--- config.mk ---
export PLATFORM = sky130hd
export DESIGN_NAME = pipe_reg_ifid
export DESIGN_NICKNAME = d
export VERILOG_FILES = /design/src/rtl/pipe_reg_ifid_pkg.sv /design/src/rtl/pipe_reg_ifid_sat_counter.sv /design/src/rtl/pipe_reg_ifid.sv
export SDC_FILE = /design/constraint.sdc
export NUM_CORES = 1
export LEC_CHECK = 0
export CORE_MARGIN = 4
export CORE_UTILIZATION = 43
export DETAILED_ROUTE_END_ITERATION = 7
export PLACE_DENSITY_LB_ADDON = 0.12
export SYNTH_ARGS = -nofsm -noshare
export SYNTH_HDL_FRONTEND = slang
export SYNTH_SLANG_ARGS = --single-unit
--- constraint.sdc ---
create_clock -name clock -period 12.4 [get_ports clock]
set_input_delay 1.86 -clock clock [delete_from_list [all_inputs] [get_ports clock]]
set_output_delay 1.86 -clock clock [all_outputs]
set_load 0.02 [all_outputs]
--- src/rtl/pipe_reg_ifid_pkg.sv ---
// pipe_reg_ifid_pkg
// Shared definitions for the IF/ID pipeline register:
//   - default field widths and the default NOP instruction word
//   - INST_TYPE_NONE, the type code shown on the ID side while no entry is held
//   - ifid_state_t, the occupancy states of the two-entry skid buffer
// No ports; imported by pipe_reg_ifid and pipe_reg_ifid_sat_counter.
package pipe_reg_ifid_pkg;

    localparam int DATA_W_DEF = 32;
    localparam int TAG_W_DEF  = 4;
    localparam int PERF_W_DEF = 16;

    localparam logic [31:0] NOP_INST_DEF   = 32'h0000_0000;
    localparam logic [3:0]  INST_TYPE_NONE = 4'h0;

    typedef enum logic [1:0] {
        IFID_EMPTY = 2'd0,
        IFID_ONE   = 2'd1,
        IFID_TWO   = 2'd2
    } ifid_state_t;

endpackage

--- src/rtl/pipe_reg_ifid_sat_counter.sv ---
// pipe_reg_ifid_sat_counter (sat_counter)
// Saturating event counter used for the IF/ID performance statistics.
// Ports:
//   clock    in   1      posedge clock
//   clear_n  in   1      synchronous active-low clear
//   inc      in   1      count one event this cycle
//   count    out  WIDTH  current count, sticks at all-ones
module pipe_reg_ifid_sat_counter
    import pipe_reg_ifid_pkg::*;
#(
    parameter int WIDTH = PERF_W_DEF
) (
    input  logic             clock,
    input  logic             clear_n,
    input  logic             inc,
    output logic [WIDTH-1:0] count
);

    // Count up on inc but never wrap; once all-ones the value is held.
    always_ff @(posedge clock) begin
        if (!clear_n) begin
            count <= '0;
        end else if (inc && (count != '1)) begin
            count <= count + 1'b1;
        end
    end

endmodule

--- src/rtl/pipe_reg_ifid.sv ---
// pipe_reg_ifid
// IF/ID pipeline register with a two-entry skid buffer. The main entry drives
// the ID side, the skid entry catches the one fetch that arrives while ID
// stalls, so in_ready never depends combinationally on out_ready. A taken
// branch (flush) empties both entries and drops any same-cycle fetch.
// Optional feature: define PIPE_IFID_PERF_EN to build the stall/flush
// performance counters; otherwise perf_stall/perf_flush are tied to 0.
// Ports:
//   clock, reset (sync, active-low), flush
//   in_valid/in_ready, in_pc, in_new_pc, in_inst, in_inst_num, in_inst_type
//   out_valid/out_ready, out_pc, out_new_pc, out_inst, out_inst_num, out_inst_type
//   perf_stall, perf_flush (PERF_W wide)
module pipe_reg_ifid
    import pipe_reg_ifid_pkg::*;
#(
    parameter int                 DATA_W   = DATA_W_DEF,
    parameter int                 TAG_W    = TAG_W_DEF,
    parameter logic [DATA_W-1:0]  NOP_INST = DATA_W'(NOP_INST_DEF),
    parameter int                 PERF_W   = PERF_W_DEF
) (
    input  logic              clock,
    input  logic              reset,
    input  logic              flush,
    input  logic              in_valid,
    output logic              in_ready,
    input  logic [DATA_W-1:0] in_pc,
    input  logic [DATA_W-1:0] in_new_pc,
    input  logic [DATA_W-1:0] in_inst,
    input  logic [TAG_W-1:0]  in_inst_num,
    input  logic [TAG_W-1:0]  in_inst_type,
    output logic              out_valid,
    input  logic              out_ready,
    output logic [DATA_W-1:0] out_pc,
    output logic [DATA_W-1:0] out_new_pc,
    output logic [DATA_W-1:0] out_inst,
    output logic [TAG_W-1:0]  out_inst_num,
    output logic [TAG_W-1:0]  out_inst_type,
    output logic [PERF_W-1:0] perf_stall,
    output logic [PERF_W-1:0] perf_flush
);

    ifid_state_t state;
    ifid_state_t state_next;

    logic [DATA_W-1:0] main_pc, main_new_pc, main_inst;
    logic [TAG_W-1:0]  main_num, main_type;
    logic [DATA_W-1:0] skid_pc, skid_new_pc, skid_inst;
    logic [TAG_W-1:0]  skid_num, skid_type;

    logic in_fire;
    logic out_fire;
    logic load_main_in;
    logic load_main_skid;
    logic load_skid;

    assign out_valid = (state != IFID_EMPTY);
    assign in_fire   = in_valid & in_ready & ~flush;
    assign out_fire  = out_valid & out_ready;

    // Occupancy transitions. Flush wins over everything and the fetch
    // arriving with it is on the wrong path, so it is never loaded.
    always_comb begin
        state_next     = state;
        load_main_in   = 1'b0;
        load_main_skid = 1'b0;
        load_skid      = 1'b0;
        if (flush) begin
            state_next = IFID_EMPTY;
        end else begin
            case (state)
                IFID_EMPTY: begin
                    if (in_fire) begin
                        state_next   = IFID_ONE;
                        load_main_in = 1'b1;
                    end
                end
                IFID_ONE: begin
                    if (in_fire && out_fire) begin
                        load_main_in = 1'b1;
                    end else if (in_fire) begin
                        state_next = IFID_TWO;
                        load_skid  = 1'b1;
                    end else if (out_fire) begin
                        state_next = IFID_EMPTY;
                    end
                end
                IFID_TWO: begin
                    if (out_fire) begin
                        state_next     = IFID_ONE;
                        load_main_skid = 1'b1;
                    end
                end
                default: state_next = IFID_EMPTY;
            endcase
        end
    end

    // Control state. in_ready is registered from the next state so IF sees
    // a clean flop output rather than a path through out_ready.
    always_ff @(posedge clock) begin
        if (!reset) begin
            state    <= IFID_EMPTY;
            in_ready <= 1'b1;
        end else begin
            state    <= state_next;
            in_ready <= (state_next != IFID_TWO);
        end
    end

    // Entry payloads carry no reset; their contents are only visible while
    // out_valid is high, and the occupancy state is always reset.
    always_ff @(posedge clock) begin
        if (load_main_in) begin
            main_pc     <= in_pc;
            main_new_pc <= in_new_pc;
            main_inst   <= in_inst;
            main_num    <= in_inst_num;
            main_type   <= in_inst_type;
        end else if (load_main_skid) begin
            main_pc     <= skid_pc;
            main_new_pc <= skid_new_pc;
            main_inst   <= skid_inst;
            main_num    <= skid_num;
            main_type   <= skid_type;
        end
        if (load_skid) begin
            skid_pc     <= in_pc;
            skid_new_pc <= in_new_pc;
            skid_inst   <= in_inst;
            skid_num    <= in_inst_num;
            skid_type   <= in_inst_type;
        end
    end

    // ID side sees a NOP bubble whenever nothing valid is held.
    always_comb begin
        out_pc        = '0;
        out_new_pc    = '0;
        out_inst      = NOP_INST;
        out_inst_num  = '0;
        out_inst_type = TAG_W'(INST_TYPE_NONE);
        if (out_valid) begin
            out_pc        = main_pc;
            out_new_pc    = main_new_pc;
            out_inst      = main_inst;
            out_inst_num  = main_num;
            out_inst_type = main_type;
        end
    end

`ifdef PIPE_IFID_PERF_EN
    logic stall_inc;
    logic flush_inc;

    // A flush only counts when it actually threw away a held entry.
    assign stall_inc = out_valid & ~out_ready;
    assign flush_inc = flush & out_valid;

    pipe_reg_ifid_sat_counter #(.WIDTH(PERF_W)) u_stall_cnt (
        .clock   (clock),
        .clear_n (reset),
        .inc     (stall_inc),
        .count   (perf_stall)
    );

    pipe_reg_ifid_sat_counter #(.WIDTH(PERF_W)) u_flush_cnt (
        .clock   (clock),
        .clear_n (reset),
        .inc     (flush_inc),
        .count   (perf_flush)
    );
`else
    assign perf_stall = '0;
    assign perf_flush = '0;
`endif

endmodule

# After elaboration in Yosys (flattened, before gate mapping)
# Index checks and enable logic that the tools add are counted.
# Widths: inputs -> output; s select.
# totals
reg_bits,211
input_bits,109
output_inout_bits,138
wordCells,55
# op_classes
eq_ne,3
n_mux,32
n_bitwise,4
n_reduce_logical,4
# ops
op,count
$mux 32,9
$mux 4,6
$mux 2,6
$mux 1,9
$pmux 2 s3,1
$reduce_bool 2->1,2
$and 1x1->1,3
$eq 2x1->1 const B,1
$eq 2x2->1 const B,1
$logic_not 2->1,1
$ne 2x2->1 const B,1
$pmux 1 s2,1
$logic_and 1x1->1,1
$not 1->1,1

# Depth between registers and ports, before layout
# logic_depth
depth_word,8
ltp_mapped,6
mapped_depth_nobuf,3

# Least setup slack after synthesis
# Ideal clock, no wire load.
# synth_timing
path_kind,input -> register
start,input flush
end,register skid_inst[0] (enable)
setup_time_ns,0.834
t_arrival_ns,11.971
required_time_ns,11.566
setup_slack_ns,-0.405
path_stages,1
n_path_buf,0
path_cell_list,nor4_1
# synth_between
elab_chain_len,6
elab_cells_between_ends,7
cone_classes,4 x mux; 2 x bitwise; 1 x reduce/logical
# synth_rtl
element,line_no,source
"start, declared",pipe_reg_ifid.sv:23,"input logic flush,"
$not 1->1,pipe_reg_ifid.sv:57,assign in_fire = in_valid & in_ready & ~flush;
$and 1x1->1,pipe_reg_ifid.sv:57,
$mux 1 / $logic_and 1x1->1 (equally long branches),"pipe_reg_ifid.sv:80, pipe_reg_ifid.sv:78",
$mux 1,pipe_reg_ifid.sv:78,if (in_fire && out_fire) begin
$mux 1,pipe_reg_ifid.sv:70,case (state)
$mux 1 (*),pipe_reg_ifid.sv:67,if (flush) begin
"end signal, assigned",pipe_reg_ifid.sv:129,skid_inst <= in_inst;
"end, declared",pipe_reg_ifid.sv:47,"logic [DATA_W-1:0] skid_pc, skid_new_pc, skid_inst;"
# Mark *: on every way between the ends. The rest lies on a longest branch, timed or not.
# A chain may end at the register's enable or synchronous reset.

# Final worst setup path
# layout_timing
start,register state[1]
end,output out_new_pc[7]
# layout_between
elab_chain_len,2
# layout_rtl
element,line_no,source
"start, declared",pipe_reg_ifid.sv:42,ifid_state_t state;
"start signal, assigned",pipe_reg_ifid.sv:105,state <= state_next;
$reduce_bool 2->1,pipe_reg_ifid.sv:56,assign out_valid = (state != IFID_EMPTY);
$mux 32,pipe_reg_ifid.sv:142,if (out_valid) begin
"end, declared",pipe_reg_ifid.sv:34,"output logic [DATA_W-1:0] out_new_pc,"
# Every way passes these cells.

==> results_tabular.tex <==
\begin{tabular}{lr}
\hline
Metric & Value \\
\hline
\multicolumn{2}{l}{\textbf{Outcome}} \\
\quad Run status & completed \\
\multicolumn{2}{l}{\textbf{Routing}} \\
\quad Post-route antenna net violation count & 0 \\
\quad DRC marker count from the first detailed-route iteration & 174 \\
\quad Pre-Repair DR Iteration Count & 4 \\
\quad Number of vias after detailed routing & 4730 \\
\quad Wire per inst & 17.86 um \\
\quad Remaining design rule violation count & 0 \\
\quad Routed vias/inst & 4.730 \\
\quad DRT Wirelength & 17.86 mm \\
\multicolumn{2}{l}{\textbf{Run}} \\
\quad \# Max-Cap Violations & 0 \\
\multicolumn{2}{l}{\textbf{Critical path}} \\
\quad Reg2reg path depth & 4 \\
\quad Type of element capturing the critical path & output pin \\
\quad Data arrival at the endpoint of the critical path & 2770 ps \\
\quad Type of the worst setup path & flop to output pin \\
\quad Critical Path Fanout Max & 105 \\
\quad Crit path required time & 10540 ps \\
\quad Startpoint type of the worst setup path & flop \\
\multicolumn{2}{l}{\textbf{Place}} \\
\quad Placed Instances & 959 \\
\quad HPWL after detailed placement & 11.35 mm \\
\quad Count of input and output buffers & 214 \\
\quad Routability cong. & 0.7111 \\
\quad DP Worst Slack & 7456 ps \\
\multicolumn{2}{l}{\textbf{Power}} \\
\quad Leak pwr & 4.291 nW \\
\quad Worst voltage drop across the vdd grid & 0.1010 mV \\
\quad Power density relative to cell area & 137.8 nW/um\^{}2 \\
\multicolumn{2}{l}{\textbf{Clock network}} \\
\quad Clock Path Buffers & 3 \\
\quad Quantity of hold-fixing buffers added after cts & 0 \\
\quad Post-CTS clock slew at the launch and capture registers of the worst setup and hold paths & 60 ps \\
\quad CTS tree & built \\
\quad CTS Root Cell & clkbuf\_16 \\
\quad Clock sink count & 211 \\
\quad Post-CTS Resized & 0 \\
\quad Number of buffers added for setup after CTS & 0 \\
\quad Clock H-tree levels & 1 \\
\quad Total CTS buffers & 23 \\
\quad Worst skew pair latency & 490 ps \\
\multicolumn{2}{l}{\textbf{Floorplanning}} \\
\quad Die footprint & 22970 sq um \\
\quad Ports & 247 \\
\quad Row Count & 52 \\
\quad Chip Width & 151.6 um \\
\quad Area of the core & 20230 sq um \\
\quad Starting density of the core & 0.4379 \\
\quad Die boundary height & 151.6 um \\
\multicolumn{2}{l}{\textbf{Synth}} \\
\quad Mean Syn Cell Area & 17.94 sq um \\
\quad Share of the synthesized area in the top cell type & 0.7049 \\
\quad Commonest register cell after synthesis & edfxtp\_1 \\
\quad Async S/R FF share, synth & 0 \\
\quad Seq cells post-synth & 211 \\
\quad Register area share after synthesis & 0.7117 \\
\quad Synth unique cells & 25 \\
\quad Synth warn & 0 \\
\quad Most frequent cell after synthesis & edfxtp\_1 \\
\quad Top area cells in the synthesized netlist & edfxtp\_1 70\%, mux2\_4 10\%, and2\_1 7.3\% \\
\quad Number of enable flip-flop cells after synthesis & 208 \\
\quad Instance count of the mapped netlist & 494 \\
\quad Synth top cells by count & 208 x edfxtp\_1, 104 x and2\_1, 60 x mux2\_4 \\
\quad Largest area contributor in the netlist & edfxtp\_1 \\
\quad Post-synthesis cell area & 8861 sq um \\
\multicolumn{2}{l}{\textbf{Worst hold path}} \\
\quad Hold Crit Class & flop to flop \\
\quad Depth of the worst hold-timing path & 1 \\
\multicolumn{2}{l}{\textbf{Timing}} \\
\quad Number of hold violations in the final report & 0 \\
\quad Time the final worst path needs with I/O delays and setup & 4626 ps \\
\quad Number of pins with negative max-slew slack in the final report & 0 \\
\quad Setup repair after global routing missed its margin & false \\
\quad Max transition margin & 0.2725 \\
\quad Setup TNS Final & 0 ps \\
\quad Final Worst Setup Slack & 7774 ps \\
\quad Final number of setup-violating endpoints & 0 \\
\quad Slew @ Worst Pin & 1091 ps \\
\quad Worst Hold Slack & 543.9 ps \\
\quad Fmax & 216.2 MHz \\
\quad Part of the cycle the worst path needs & 0.3731 \\
\quad Clock tree skew after final layout & 8.660 ps \\
\multicolumn{2}{l}{\textbf{Layout}} \\
\quad Nets@finish & 823 \\
\quad Share of cells above drive strength 1 & 0.2027 \\
\quad Syn-to-layout area delta & 34.30\% \\
\quad Fraction of the core area covered by cells at the end of the flow & 0.5881 \\
\quad Antenna diode count & 0 \\
\quad Final non-filler cell total & 1000 \\
\multicolumn{2}{l}{\textbf{GRT}} \\
\quad Remaining global-route overflow & 0 \\
\quad Wire length of the first global-routing pass & 26.86 mm \\
\quad Aggregate global-route resource usage & 0.1489 \\
\quad Pin count of the biggest net entering global routing & 106 \\
\quad Number of antenna violations at the first check in global routing & 1 \\
\quad Vias in the first global route & 4859 \\
\hline
\end{tabular}
[report_power, final]
part	internal, mW	leakage (nW)	switching [mW]	total [mW]
combinational	0.0789	1.98	0.0699	0.149
sequential	0.804	1.93	0.00369	0.808
clock	0.415	0.374	0.267	0.683
total	1.30	4.29	0.341	1.64
[per-layer routing]
layer,share of wire,GRT usage,up-vias
met5,0.00045,0,-
met4,0.018,0.03863,2
met3,0.095,0.04610,31
met2,0.45,0.2323,182
met1,0.43,0.2047,2315
li1,-,-,2200
[critical path, cell delays in order, from the launching register on]
cell and delay (ps):
dfxtp_1 490, or2_2 170, buf_4 640, and2_1 270
clkdlybuf4s50_1 640
[cell type report]
class                           instances  area [sq um]
Clock buffer                           29         618.1
Clock inverter                         12         138.9
Fill cell                            1551          8334
Inverter                                1         3.754
Multi-Input combinational cell        257          2308
Sequential cell                       211          6306
Tap cell                              270         337.8
Timing Repair Buffer                  220          2187
[flip-flops by register name (all words and copies together), names as in the netlist]
register,count
main_num,4
main_new_pc,32
main_inst,32
skid_num,4
main_type,4
skid_inst,32
state,2
skid_new_pc,32
main_pc,32
in_ready,1
skid_pc,32
skid_type,4
[kinds of logic (layout without fill, tap and decap cells)]
kind of cell	after synthesis	count (layout)	share of synthesized area
flip-flops	211	211	0.7117
AND/OR/NAND/NOR	116	116	0.08162
multiplexers	104	104	0.1576
buffers and inverters	57	262	0.04434
AO/OA/AOI/OAI	5	5	0.004378
other	1	32	0.0004232
[placed cells by master (no fill, tap or decap), types with 2 or more instances in the layout]
| cell | Yosys | layout |
|---|---|---|
| and2_1 | 104 | 104 |
| buf_4 | 32 | 6 |
| bufinv_16 | 0 | 3 |
| clkbuf_1 | 12 | 4 |
| clkbuf_16 | 0 | 23 |
| clkbuf_8 | 0 | 2 |
| clkdlybuf4s50_1 | 0 | 214 |
| clkinv_1 | 0 | 3 |
| clkinv_2 | 0 | 4 |
| conb_1 | 1 | 32 |
| dfxtp_1 | 3 | 3 |
| edfxtp_1 | 208 | 208 |
| mux2_2 | 44 | 44 |
| mux2_4 | 60 | 60 |
| nand2_1 | 2 | 2 |
| nand2b_1 | 3 | 3 |
[worst paths after layout]
path,from,to,slack [ps]
max,state[1],out_new_pc[7],7770
min,skid_pc[7],main_pc[7],540
max reg2reg,state[0],main_inst[31],9420
min reg2reg,skid_pc[7],main_pc[7],540
[metrics by stage]
stage,total power [mW],instance area (sq um)
3_5_place_dp,0.9737,11140
4_1_cts,1.661,11900
2_1_floorplan,0.9110,8984
3_3_place_gp,0.9705,11140
5_1_grt,1.701,11900
6_report,1.640,11900
Power figures use the tool's default switching activity.
